[config.mk]
export PLATFORM = sky130hd
export DESIGN_NAME = mode_reg
export DESIGN_NICKNAME = d
export VERILOG_FILES = /design/src/rtl/mode_reg_pkg.sv /design/src/rtl/reg_slice.sv /design/src/rtl/mode_reg.sv
export SDC_FILE = /design/constraint.sdc
export NUM_CORES = 1
export LEC_CHECK = 0
export ABC_AREA = 0
export BUFFER_PORTS_ARGS = -buffer_cell sky130_fd_sc_hd__clkbuf_2
export CAP_MARGIN = 30
export CORE_ASPECT_RATIO = 1.5
export CORE_MARGIN = 4
export CORE_UTILIZATION = 59
export DETAILED_ROUTE_END_ITERATION = 10
export MAX_ROUTING_LAYER = met4
export PLACE_DENSITY = 0.91
export SETUP_SLACK_MARGIN = 0.5
export SLEW_MARGIN = 20
export SYNTH_ARGS = -nofsm -noshare
export SYNTH_HDL_FRONTEND = slang
export SYNTH_SLANG_ARGS = --single-unit
export TNS_END_PERCENT = 1
[constraint.sdc]
create_clock -name clk -period 3.7 [get_ports clk]
set_clock_uncertainty 0.05 [all_clocks]
set_input_delay 0.555 -clock clk [delete_from_list [all_inputs] [get_ports clk]]
set_output_delay 0.555 -clock clk [all_outputs]
set_load 0.05 [all_outputs]
[src/rtl/mode_reg_pkg.sv]
// Shared operation encodings for the datapath working register and the control unit.
package mode_reg_pkg;

  localparam int unsigned OP_W = 3;

  typedef enum logic [OP_W-1:0] {
    OP_HOLD = 3'b000,
    OP_LOAD = 3'b001,
    OP_CLR  = 3'b010,
    OP_SHL  = 3'b011,
    OP_SHR  = 3'b100,
    OP_ASR  = 3'b101,
    OP_INC  = 3'b110,
    OP_DEC  = 3'b111
  } op_e;

  // INC/DEC are the only ops that use the rippled carry/borrow chain.
  function automatic logic is_arith(input op_e op);
    return (op == OP_INC) || (op == OP_DEC);
  endfunction

endpackage

[src/rtl/reg_slice.sv]
// One bit of the working register: mode mux in front of an enable flip-flop.
module reg_slice
  import mode_reg_pkg::*;
#(
  parameter logic RST_BIT = 1'b0
) (
  input  logic clk,
  input  logic rst_b,
  input  logic en_i,
  input  op_e  op_i,
  input  logic left_i,
  input  logic right_i,
  input  logic load_i,
  input  logic ci_i,
  output logic q_o,
  output logic co_c
);

  logic q_d, q_q;

  // Next bit and carry/borrow out; borrow propagates through zeros on DEC.
  always_comb begin
    q_d  = q_q;
    co_c = 1'b0;
    case (op_i)
      OP_HOLD: q_d = q_q;
      OP_LOAD: q_d = load_i;
      OP_CLR:  q_d = 1'b0;
      OP_SHL:  q_d = right_i;
      OP_SHR,
      OP_ASR:  q_d = left_i;
      OP_INC: begin
        q_d  = q_q ^ ci_i;
        co_c = q_q & ci_i;
      end
      OP_DEC: begin
        q_d  = q_q ^ ci_i;
        co_c = ~q_q & ci_i;
      end
      default: q_d = q_q;
    endcase
  end

  always_ff @(posedge clk or negedge rst_b) begin
    if (!rst_b) begin
      q_q <= RST_BIT;
    end else if (en_i) begin
      q_q <= q_d;
    end
  end

  assign q_o = q_q;

endmodule

[src/rtl/mode_reg.sv]
// Parametrised working register: load/clear/shift/inc/dec in one cycle, built from per-bit slices.
module mode_reg
  import mode_reg_pkg::*;
#(
  parameter int unsigned   W       = 16,
  parameter logic [W-1:0]  RST_VAL = '0
) (
  input  logic            clk,
  input  logic            rst_b,
  input  logic            en,
  input  logic [OP_W-1:0] op,
  input  logic [W-1:0]    in,
  input  logic            sin,
  output logic [W-1:0]    out,
  output logic            sout,
  output logic            cout,
  output logic            zero
);

  op_e          op_s;
  logic [W-1:0] q;
  logic [W:0]   carry;
  logic         msb_in;
  logic         sout_d, sout_q;
  logic         cout_d, cout_q;

  assign op_s     = op_e'(op);
  assign carry[0] = is_arith(op_s);
  // ASR replicates the sign bit; SHR feeds the serial input into the MSB.
  assign msb_in   = (op_s == OP_ASR) ? q[W-1] : sin;

  for (genvar i = 0; i < int'(W); i++) begin : g_slice
    logic left_b, right_b;

    if (i == int'(W) - 1) begin : g_msb
      assign left_b = msb_in;
    end else begin : g_mid_l
      assign left_b = q[i+1];
    end

    if (i == 0) begin : g_lsb
      assign right_b = sin;
    end else begin : g_mid_r
      assign right_b = q[i-1];
    end

    reg_slice #(
      .RST_BIT (RST_VAL[i])
    ) u_slice (
      .clk     (clk),
      .rst_b   (rst_b),
      .en_i    (en),
      .op_i    (op_s),
      .left_i  (left_b),
      .right_i (right_b),
      .load_i  (in[i]),
      .ci_i    (carry[i]),
      .q_o     (q[i]),
      .co_c    (carry[i+1])
    );
  end

  // Side flags: shifts update sout, INC/DEC update cout, LOAD/CLR clear both.
  always_comb begin
    sout_d = sout_q;
    cout_d = cout_q;
    case (op_s)
      OP_LOAD,
      OP_CLR: begin
        sout_d = 1'b0;
        cout_d = 1'b0;
      end
      OP_SHL:  sout_d = q[W-1];
      OP_SHR,
      OP_ASR:  sout_d = q[0];
      OP_INC,
      OP_DEC:  cout_d = carry[W];
      default: begin
        sout_d = sout_q;
        cout_d = cout_q;
      end
    endcase
  end

  always_ff @(posedge clk or negedge rst_b) begin
    if (!rst_b) begin
      sout_q <= 1'b0;
      cout_q <= 1'b0;
    end else if (en) begin
      sout_q <= sout_d;
      cout_q <= cout_d;
    end
  end

  assign out  = q;
  assign sout = sout_q;
  assign cout = cout_q;
  assign zero = (q == '0);

endmodule

==> impl_metrics.csv <==
group,metric,value,unit
clock_network,htree_levels,1,
critical_path,endpoint_kind,"output port",
layout,synthToLayoutAreaGrowth,5.84,%
power_and_ir_drop,leakage,0.814,nW
clock_network,cts_resized,0,
detailed_routing,drt_first_iter_violations,130,
timing,period_needed,2.45,ns
detailed_routing,via_per_inst,6.74,
timing,setup_viol,0,
power_and_ir_drop,cellPowerDensity,442,nW/um2
min_path,worst_hold_path_type,"input pin to async pin",
floorplan,dieArea,4180,um2
critical_path,cp.required,3.09,ns
floorplan,initial_core_util,0.627,
job,maxCapViolCount,0,
logic_synthesis,syn_avg_cell_area,7.25,um2
placement,dpl_worst_slack,1.07,ns
timing,fin_setup_tns,0,ns
layout,num_antenna_cells,0,
timing,rsz0062_at_grt,"false",
run_status,outcome,"finished clean",
global_routing,grt_antenna_before_repair,0,
logic_synthesis,syn_nets,283,
critical_path,cp.arrival,1.84,ns
global_routing,grt_max_degree,34,
logic_synthesis,synth.largest_area_cell,"dfrtp_1",
logic_synthesis,ys_ff_latch,18,
placement,io_buffers,41,
logic_synthesis,ys_seq_area_frac,0.239,
detailed_routing,routedWlPerCell,17.5,um
clock_network,ctsHoldBuffers,0,
floorplan,chipHeight,77.2,um
detailed_routing,ant_nets,0,
logic_synthesis,ys_top_cells_by_area,"dfrtp_1 (24%), a21oi_1 (8.0%), o21ai_0 (6.9%), buf_4 (6.4%), nand2_1 (5.0%)",
clock_network,clkLatencyLatePin,0.25,ns
clock_network,post_cts_buffers,0,
floorplan,io_pins,42,
placement,gp_congestion,0.949,
detailed_routing,drt_pass1_iterations,5,
logic_synthesis,postSynthCellCount,260,
detailed_routing,met2_length,2.71,mm
timing,maxSlewHeadroom,0.538,
timing,hold_viol_final,0,
layout,fin_nets,290,
detailed_routing,dr.max_layer_used,"met4",
logic_synthesis,synth_top_cell_area_share,0.239,
timing,tightestPinTransition,0.689,ns
clock_network,cts_tree,"yes",
detailed_routing,wirelength,5.34,mm
clock_network,clk_pin_slew,0.08,ns
detailed_routing,wl_met1,2.04,mm
logic_synthesis,netlist_area,1880,um2
detailed_routing,met3WireLength,477,um
clock_network,numCtsBuffers,3,
logic_synthesis,synth_edf_count,0,
timing,max_freq,409,MHz
timing,fin_ws,1.25,ns
timing,hold_ws,0.198,ns
power_and_ir_drop,p_total,0.881,mW
layout,final_layout_size_suffix_gt1_frac,0.222,
logic_synthesis,async_flop_share,1.00,
clock_network,clock_sinks,18,
detailed_routing,drc,0,
logic_synthesis,yosysWarnings,0,
floorplan,placementRows,24,
floorplan,die_w,54.1,um
logic_synthesis,synth_cell_type_count,57,
detailed_routing,vias,2055,
logic_synthesis,synthFlopType,"dfrtp_1",
global_routing,grt_pass1_wl,8.94,mm
timing,period_share,0.661,
clock_network,clock_path_buffers,2,
clock_network,clk_root_buffer_cell,"clkbuf_8",
global_routing,grt_pass1_vias,1915,
placement,dp_hpwl,3.66,mm
power_and_ir_drop,ir_drop,293,uV
timing,slew_violations,0,
critical_path,cp-start-kind,"flip-flop",
global_routing,grt_remaining_overflow,0,
global_routing,grt.total_usage,0.280,
critical_path,cp_max_fo,12,
floorplan,core_area,3000,um2
critical_path,setup.worst_path.class,"flip-flop to output port",
==> metrics by stage <==
| step | util | instances | cell area [um2] |
|---|---|---|---|
| after floorplan | - | 260 | 1880 |
| after CTS | 0.664 | 305 | 1990 |
| after global routing | 0.664 | 305 | 1990 |
| after detailed placement | 0.646 | 301 | 1940 |
| after global placement | 0.646 | 301 | 1940 |
| final | 0.664 | 305 | 1990 |
==> state kept, by name, indices dropped and copies added (netlist names) <==
name,cells
cout,1
g_slice.u_slice.q_o,16
sout,1
==> synthesized netlist by cell type, types with 4 or more instances <==
cell type	number
buf_2	4
nand4_1	5
o211ai_1	5
buf_4	16
clkbuf_1	19
xnor2_1	6
nor3_1	5
o22ai_1	5
o21ai_0	26
a21oi_1	30
and3_1	7
nor2_1	13
nand2_1	25
nand3_1	9
dfrtp_1	18
==> kinds of logic (layout without fill, tap and decap cells) <==
kind of cell | count (synthesis) | after routing | synth area share
xor gates and xnor gates | 7 | 7 | 0.0325
AOI/OAI and AO/OA | 99 | 99 | 0.340
muxes | 1 | 1 | 0.00531
buffers and inverters | 45 | 51 | 0.124
and+or+nand+nor | 90 | 90 | 0.259
DFF | 18 | 18 | 0.239
==> final timing paths <==
path / startpoint / end / slack (ns) / cells after the start
max: g_slice[1].u_slice.q_o / zero / 1.25 / 4
min: rst_b / g_slice[14].u_slice.q_o / 0.20 / 1
max reg2reg: g_slice[0].u_slice.q_o / g_slice[13].u_slice.q_o / 1.40 / 5
min reg2reg: cout / cout / 0.48 / 2
max in group asynchronous: rst_b / g_slice[5].u_slice.q_o / 3.06 / 1
min in group clk: cout / cout / 0.48 / 2
==> area by class of cell <==
class / instances / area, um2
Sequential cell: 18 / 450
Timing Repair Buffer: 43 / 220
Inverter: 4 / 15.0
Multi-Input combinational cell: 197 / 1200
Clock buffer: 4 / 55.1
Fill cell: 271 / 1010
Tap cell: 39 / 48.8
==> worst max-delay path: stages, from the launching register on <==
cell	delay (ns)
dfrtp_1	0.50
nor4_1	0.47
nand4_1	0.16
nor2_1	0.16
clkbuf_2	0.30
==> where the power goes <==
| part | leakage, nW | switching [mW] | total [mW] | internal [mW] |
|---|---|---|---|---|
| logic | 0.562 | 0.266 | 0.390 | 0.124 |
| clock network | 0.0288 | 0.0749 | 0.169 | 0.0946 |
| registers | 0.223 | 0.0906 | 0.321 | 0.231 |
| total | 0.814 | 0.431 | 0.881 | 0.450 |
==> metal layers <==
metal / up-vias / global-route usage
met5: - / -
met2: 124 / 0.433
met3: 15 / 0.0271
met1: 953 / 0.371
met4: 0 / 0.0973
li1: 963 / -
==> cells in the final DEF (no fill, tap or decap), drive strengths merged, types with 3 or more instances in the layout <==
cell type / n
clkbuf: 45
a21oi: 30
o21ai: 27
nand2: 25
dfrtp: 18
nor2: 13
nand3: 9
and3: 8
o22ai: 7
xnor2: 6
nor3: 5
nand4: 5
o211ai: 5
nor4: 3
o21a: 3
inv: 3
a22o: 3
o2bb2ai: 3
or4: 3
nand2b: 3
(Power assumes the default switching activity.)
